`src/rtl/apb_slave.sv`:
```
// apb_slave -- APB completer holding a DEPTH x 8-bit register file.
//
// A transfer is captured in the setup phase (PSEL=1, PENABLE=0). The slave then
// spends WAIT_CYCLES cycles in ACCESS with PREADY low before it completes. Writes
// land on the completion edge. Reads return the addressed register
// combinationally during the completion cycle. Addresses >= DEPTH are
// out-of-range: their writes are dropped and their reads return 8'h00.
//
// Optional build macro:
//   APB_SLV_PSLVERR_EN  - drive PSLVERR=1 on the completing cycle of an
//                         out-of-range access. Without it PSLVERR is tied to 0.
//
// Ports:
//   i_pclk     clock, rising edge
//   i_presetn  asynchronous active-low reset
//   i_psel     select from master
//   i_penable  access-phase strobe
//   i_pwrite   1 = write, 0 = read
//   i_paddr    transfer address [7:0]
//   i_pwdata   write data [7:0]
//   o_prdata   read data [7:0] (0 except on a read completion)
//   o_pready   transfer completes on the edge where this is 1
//   o_pslverr  error response, only meaningful while o_pready=1
module apb_slave #(
  parameter int         DEPTH       = 16,
  parameter int         WAIT_CYCLES = 0,
  parameter logic [7:0] RESET_VAL   = 8'h00
) (
  input  logic       i_pclk,
  input  logic       i_presetn,
  input  logic       i_psel,
  input  logic       i_penable,
  input  logic       i_pwrite,
  input  logic [7:0] i_paddr,
  input  logic [7:0] i_pwdata,
  output logic [7:0] o_prdata,
  output logic       o_pready,
  output logic       o_pslverr
);

  typedef enum logic {ST_IDLE, ST_ACCESS} state_t;

  state_t     r_state, w_state_next;
  logic [3:0] r_cnt, w_cnt_next;
  logic [7:0] r_addr, w_addr_next;
  logic [7:0] r_wdata, w_wdata_next;
  logic       r_write, w_write_next;

  logic [7:0] w_regs [DEPTH];
  logic [7:0] w_rd_val;
  logic       w_ready;
  logic       w_wr_en;

  always_ff @(posedge i_pclk or negedge i_presetn) begin
    if (!i_presetn) begin
      r_state <= ST_IDLE;
      r_cnt   <= 4'd0;
      r_addr  <= 8'h00;
      r_wdata <= 8'h00;
      r_write <= 1'b0;
    end else begin
      r_state <= w_state_next;
      r_cnt   <= w_cnt_next;
      r_addr  <= w_addr_next;
      r_wdata <= w_wdata_next;
      r_write <= w_write_next;
    end
  end

  always_comb begin
    w_state_next = r_state;
    w_cnt_next   = r_cnt;
    w_addr_next  = r_addr;
    w_wdata_next = r_wdata;
    w_write_next = r_write;
    case (r_state)
      ST_IDLE: begin
        // Only a genuine setup phase starts a transfer; PENABLE=1 here is stray.
        if (i_psel && !i_penable) begin
          w_state_next = ST_ACCESS;
          w_addr_next  = i_paddr;
          w_wdata_next = i_pwdata;
          w_write_next = i_pwrite;
          w_cnt_next   = 4'(WAIT_CYCLES);
        end
      end
      ST_ACCESS: begin
        if (!i_psel) begin
          // Master abandoned the transfer: drop it without touching registers.
          w_state_next = ST_IDLE;
        end else if (r_cnt != 4'd0) begin
          w_cnt_next = r_cnt - 4'd1;
        end else begin
          w_state_next = ST_IDLE;
        end
      end
      default: w_state_next = ST_IDLE;
    endcase
  end

  // Gated by PSEL so an aborting master never sees a completion.
  assign w_ready = (r_state == ST_ACCESS) && (r_cnt == 4'd0) && i_psel;
  assign w_wr_en = w_ready && r_write;

  // One flop bank per register. Out-of-range addresses match no bank, so their
  // writes fall away naturally.
  generate
    for (genvar gi = 0; gi < DEPTH; gi++) begin : g_reg
      logic [7:0] r_q;
      always_ff @(posedge i_pclk or negedge i_presetn) begin
        if (!i_presetn) begin
          r_q <= RESET_VAL;
        end else if (w_wr_en && (r_addr == 8'(gi))) begin
          r_q <= r_wdata;
        end
      end
      assign w_regs[gi] = r_q;
    end
  endgenerate

  // Out-of-range reads match no entry and leave the default of zero.
  always_comb begin
    w_rd_val = 8'h00;
    for (int i = 0; i < DEPTH; i++) begin
      if (r_addr == 8'(i)) begin
        w_rd_val = w_regs[i];
      end
    end
  end

  assign o_pready = w_ready;
  assign o_prdata = (w_ready && !r_write) ? w_rd_val : 8'h00;

`ifdef APB_SLV_PSLVERR_EN
  logic w_oor;
  assign w_oor     = ({1'b0, r_addr} >= 9'(DEPTH));
  assign o_pslverr = w_ready && w_oor;
`else
  assign o_pslverr = 1'b0;
`endif

endmodule

```
`config.mk`:
```
export PLATFORM = sky130hd
export DESIGN_NAME = apb_slave
export DESIGN_NICKNAME = d
export VERILOG_FILES = /design/src/rtl/apb_slave.sv
export SDC_FILE = /design/constraint.sdc
export NUM_CORES = 1
export LEC_CHECK = 0
export BUFFER_PORTS_ARGS = -buffer_cell sky130_fd_sc_hd__buf_4
export CORE_MARGIN = 1
export CORE_UTILIZATION = 56
export DETAILED_ROUTE_END_ITERATION = 8
export GPL_ROUTABILITY_DRIVEN = 0
export PLACE_DENSITY = 0.76
export SYNTH_ARGS = -nofsm -noshare
export SYNTH_HDL_FRONTEND = slang
export SYNTH_SLANG_ARGS = --single-unit
```
`constraint.sdc`:
```
create_clock -name i_pclk -period 2.2 [get_ports i_pclk]
set_clock_uncertainty 0.05 [all_clocks]
set_input_delay 0.22 -clock i_pclk [delete_from_list [all_inputs] [get_ports i_pclk]]
set_output_delay 0.22 -clock i_pclk [all_outputs]
set_load 0.01 [all_outputs]
```
==> impl_metrics.yaml <==
worst_hold_path:
  worstHoldStart: "i_paddr[1]"
  hold_class: "in2reg"
  hold_end: "r_addr[1]"
  whs_path_depth: 3
global_route:
  grt_pass1_vias: 5861
  grt-ovfl-total: 0
  grt_usage_pct: 32.73
  antenna_found_initial: 0
  grt_pass1_wl_um: 32100
  grt_max_degree: 57
sta:
  tightest_slew_ns: 0.7430
  max_slew_margin_pct: 50.47
  slew_violations: 0
  setup_viol: 136
  fin_crit_sh_pct: 130.7
  period_minus_slack_ns: 2.875
  max_freq_mhz: 347.8
  hold_viol_final: 0
  rsz0062_at_grt: "yes"
  layout_setup_ws_ns: -0.6754
  hold_ws_ns: 0.02107
clocking:
  clock_latency_ns: 0.44
  htree_levels: 4
  clk_path_buf_depth: 2
  cts.clk_slew.worst_paths_ns: 0.07
  clockRootBuffer: "clkbuf_16"
  clock_sinks: 150
  numCtsBuffers: 17
  cts_tree: "built"
setup_path:
  path_max_fanout: 18
  setup.worst_path.end_class: "output port"
  reg2reg_from: "r_addr[5]"
  crit_path_top_delay_cell: "dfrtp_2"
  critPathLaunchType: "register"
  r2r_cells: 10
  rrSetupSlack_ns: -0.37
  slowest_delay_ns: 0.42
  cp_cell_sequence: "buf_4 -> buf_12 -> mux2_2 -> o21ai_0 -> a31oi_1 -> o211ai_1 -> a21oi_2 -> buf_4"
  crit_path_frequent_cell: "buf_4"
  crit_arrival_ns: 2.61
  critPathKind: "reg2out"
  r2r_end: "g_reg[12].r_q[0]"
  crit_required_ns: 1.93
floorplanning:
  dieWidth_um: 116.2
  die-area_mm2: 0.01351
  pin_count: 31
  start_util_pct: 57.66
  design.core.area_mm2: 0.01267
  rows: 41
  die_h_um: 116.2
route:
  route.detailed.drc: 0
  ant_nets: 0
  drtIter0Drc: 591
  post_drt_via_cell_ratio: 6.499
  vias: 5693
  wl_per_cell_um: 26.22
  firstDrtPassIters: 5
  wl_um: 22970
finish:
  area_growth_pct: 37.69
  nNetsFinal: 713
  num_antenna_cells: 0
  utilization_pct: 79.39
  fillers: 628
  layout-drive-gt1-share_pct: 54.69
  final_area_mm2: 0.01006
power_and_ir_drop:
  p_leak_nw: 4.614
  p_int_mw: 5.487
  swShare_pct: 31.53
  seqPwrFrac_pct: 40.5
  vdd.ir_drop.worst_mv: 0.5976
  netSwitchingPower_mw: 2.526
  p_per_area_mw_per_mm2: 796.6
  comb_power_share_pct: 23.3
  clkPwrFrac_pct: 36.2
yosys:
  async_flop_share_pct: 100.0
  ys_ff_latch: 150
  yosys.area.top_type: "dfrtp_1"
  synth_nets: 571
  synth_top_area_share_pct: 51.38
  synthTopCellsByArea: "dfrtp_1, mux2_2, mux4_2, mux2i_1, o21ai_0"
  synth_edf_count: 0
  synth_area_mm2: 0.007306
  ys_types: 61
  synth-seq-area-share_pct: 51.38
  syn_area_per_cell_um2: 13.31
  post_synth_inst_count: 549
  synth_top_flop_cell: "dfrtp_1"
  ys_warn_count: 0
outcome:
  outcome: "finished with violations"
  violations: "setup timing"
place:
  hpwlAfterDp_um: 12790
  port_buffers: 29
  dpl_cell_area_mm2: 0.008297
run:
  cap_viol_max_count: 0
-- timing repair --
item                                   in CTS  in global routing
setup endpoints to repair                 136                136
gates resized for setup                   128                 70
endpoints found under the hold margin      69                  0
hold buffers                               17                  0
pin swaps                                  22                 20
setup buffers                               9                 15
-- sequential cells by signal (all words and copies together), names as in the netlist --
| signal | count |
|---|---|
| r_wdata | 8 |
| r_state | 1 |
| r_addr | 8 |
| r_cnt | 4 |
| g.r_q | 128 |
| r_write | 1 |
-- metrics by stage --
| stage | setup slack, ns | TNS (ns) | total power [mW] | std cells |
|---|---|---|---|---|
| detailed placement | -0.1935 | -10.76 | 4.714 | 807 |
| CTS | -0.5462 | -13.09 | 7.758 | 864 |
| global route | -0.7092 | -38.04 | 8.222 | 876 |
| global placement | -0.2041 | -8.963 | 4.654 | 807 |
| finish | -0.6754 | -33.77 | 8.013 | 876 |
| floorplan | 0.007507 | 0 | 4.007 | 549 |
-- power groups by stage --
stage	sequential (mW)	clock [mW]	combinational [mW]
global route	3.26	3.02	1.94
finish	3.25	2.90	1.87
floorplan	3.07	0	0.942
CTS	3.22	2.89	1.65
detailed placement	3.25	0	1.47
global placement	3.23	0	1.43
-- how the worst max path moves through the flow --
stage	startpoint	slack [ns]	cells past startpoint	to
finish	r_addr[0]	-0.68	8	o_prdata[1]
global route	r_addr[0]	-0.71	8	o_prdata[1]
CTS	r_addr[6]	-0.55	8	o_prdata[1]
detailed placement	r_addr[7]	-0.19	7	o_prdata[2]
global placement	r_addr[7]	-0.20	7	o_prdata[2]
floorplan	r_addr[7]	0.008	6	o_prdata[2]
-- critical path: cells and delay by family (launching register included) --
kind | cells | cell delay (ns)
AO/OA/AOI/OAI | 4 | 0.79
buffers and inverters | 3 | 0.57
flip-flops | 1 | 0.42
multiplexers | 1 | 0.37
-- final cells by class --
class	instances	area, um^2	area share, %
inverter	7	26.28	0.2612
clock inverter	11	125.1	1.244
sequential	150	3756	37.34
timing repair buffer	155	1501	14.93
multi-input combinational	360	3975	39.52
clock buffer	21	460.4	4.577
tap	172	215.2	2.139
-- cell usage in the layout, fill, tap and decap left out, types with 4 or more instances in the layout --
master | synthesis | final
a211oi_1 | 8 | 5
a21oi_1 | 16 | 11
a21oi_2 | 0 | 4
a22oi_1 | 5 | 4
a31oi_1 | 6 | 5
buf_12 | 0 | 11
buf_4 | 1 | 86
buf_6 | 3 | 40
clkbuf_16 | 0 | 17
dfrtp_1 | 150 | 148
dlygate4sd3_1 | 0 | 17
inv_1 | 6 | 6
mux2_2 | 147 | 52
mux2_4 | 2 | 99
mux2i_1 | 12 | 12
mux4_2 | 10 | 10
nand2_1 | 19 | 18
nand2_8 | 0 | 5
nand3b_1 | 4 | 4
nor2_1 | 13 | 11
nor2_4 | 0 | 10
nor2_8 | 4 | 4
nor2b_1 | 7 | 5
nor3_1 | 4 | 4
o211ai_1 | 4 | 4
o21ai_0 | 19 | 15
o22ai_1 | 8 | 8
-- layer usage --
metal	track usage, %	wire length, um	vias to the layer above
met4	17.61	1336	0
li1	-	-	2317
met5	0	0	-
met3	9.133	1943	122
met2	52.43	10890	417
met1	40.41	8801	2837
-- cells in the mapped netlist (4+ instances only) --
master and number:
a22oi_1 5, nand2_1 19, nor3_1 4, nand2b_1 4, o22ai_1 8, a221oi_1 4, a21oi_1 16, mux4_2 10
o211ai_1 4, clkbuf_8 5, nor2_1 13, buf_2 8, nand3b_1 4, mux2i_1 12, inv_1 6, dfrtp_1 150
nor2b_1 7, nor2_2 9, nor4_1 4, a211oi_1 8, clkbuf_1 11, nand3_1 4, nor2_8 4, a31oi_1 6
o21ai_0 19, mux2_2 147
-- logic make-up after synthesis --
| kind of cell | Yosys count | synth area share [%] |
|---|---|---|
| AND/OR/NAND/NOR | 95 | 8.820 |
| multiplexers | 173 | 28.10 |
| XOR/XNOR | 2 | 0.2398 |
| flip-flops | 150 | 51.38 |
| adder cells (fa/ha/maj) | 1 | 0.1712 |
| AO/OA/AOI/OAI | 88 | 8.015 |
| other | 1 | 0.05133 |
| buffers and inverters | 39 | 3.220 |
Note: power is estimated with default switching activity, not from simulation.
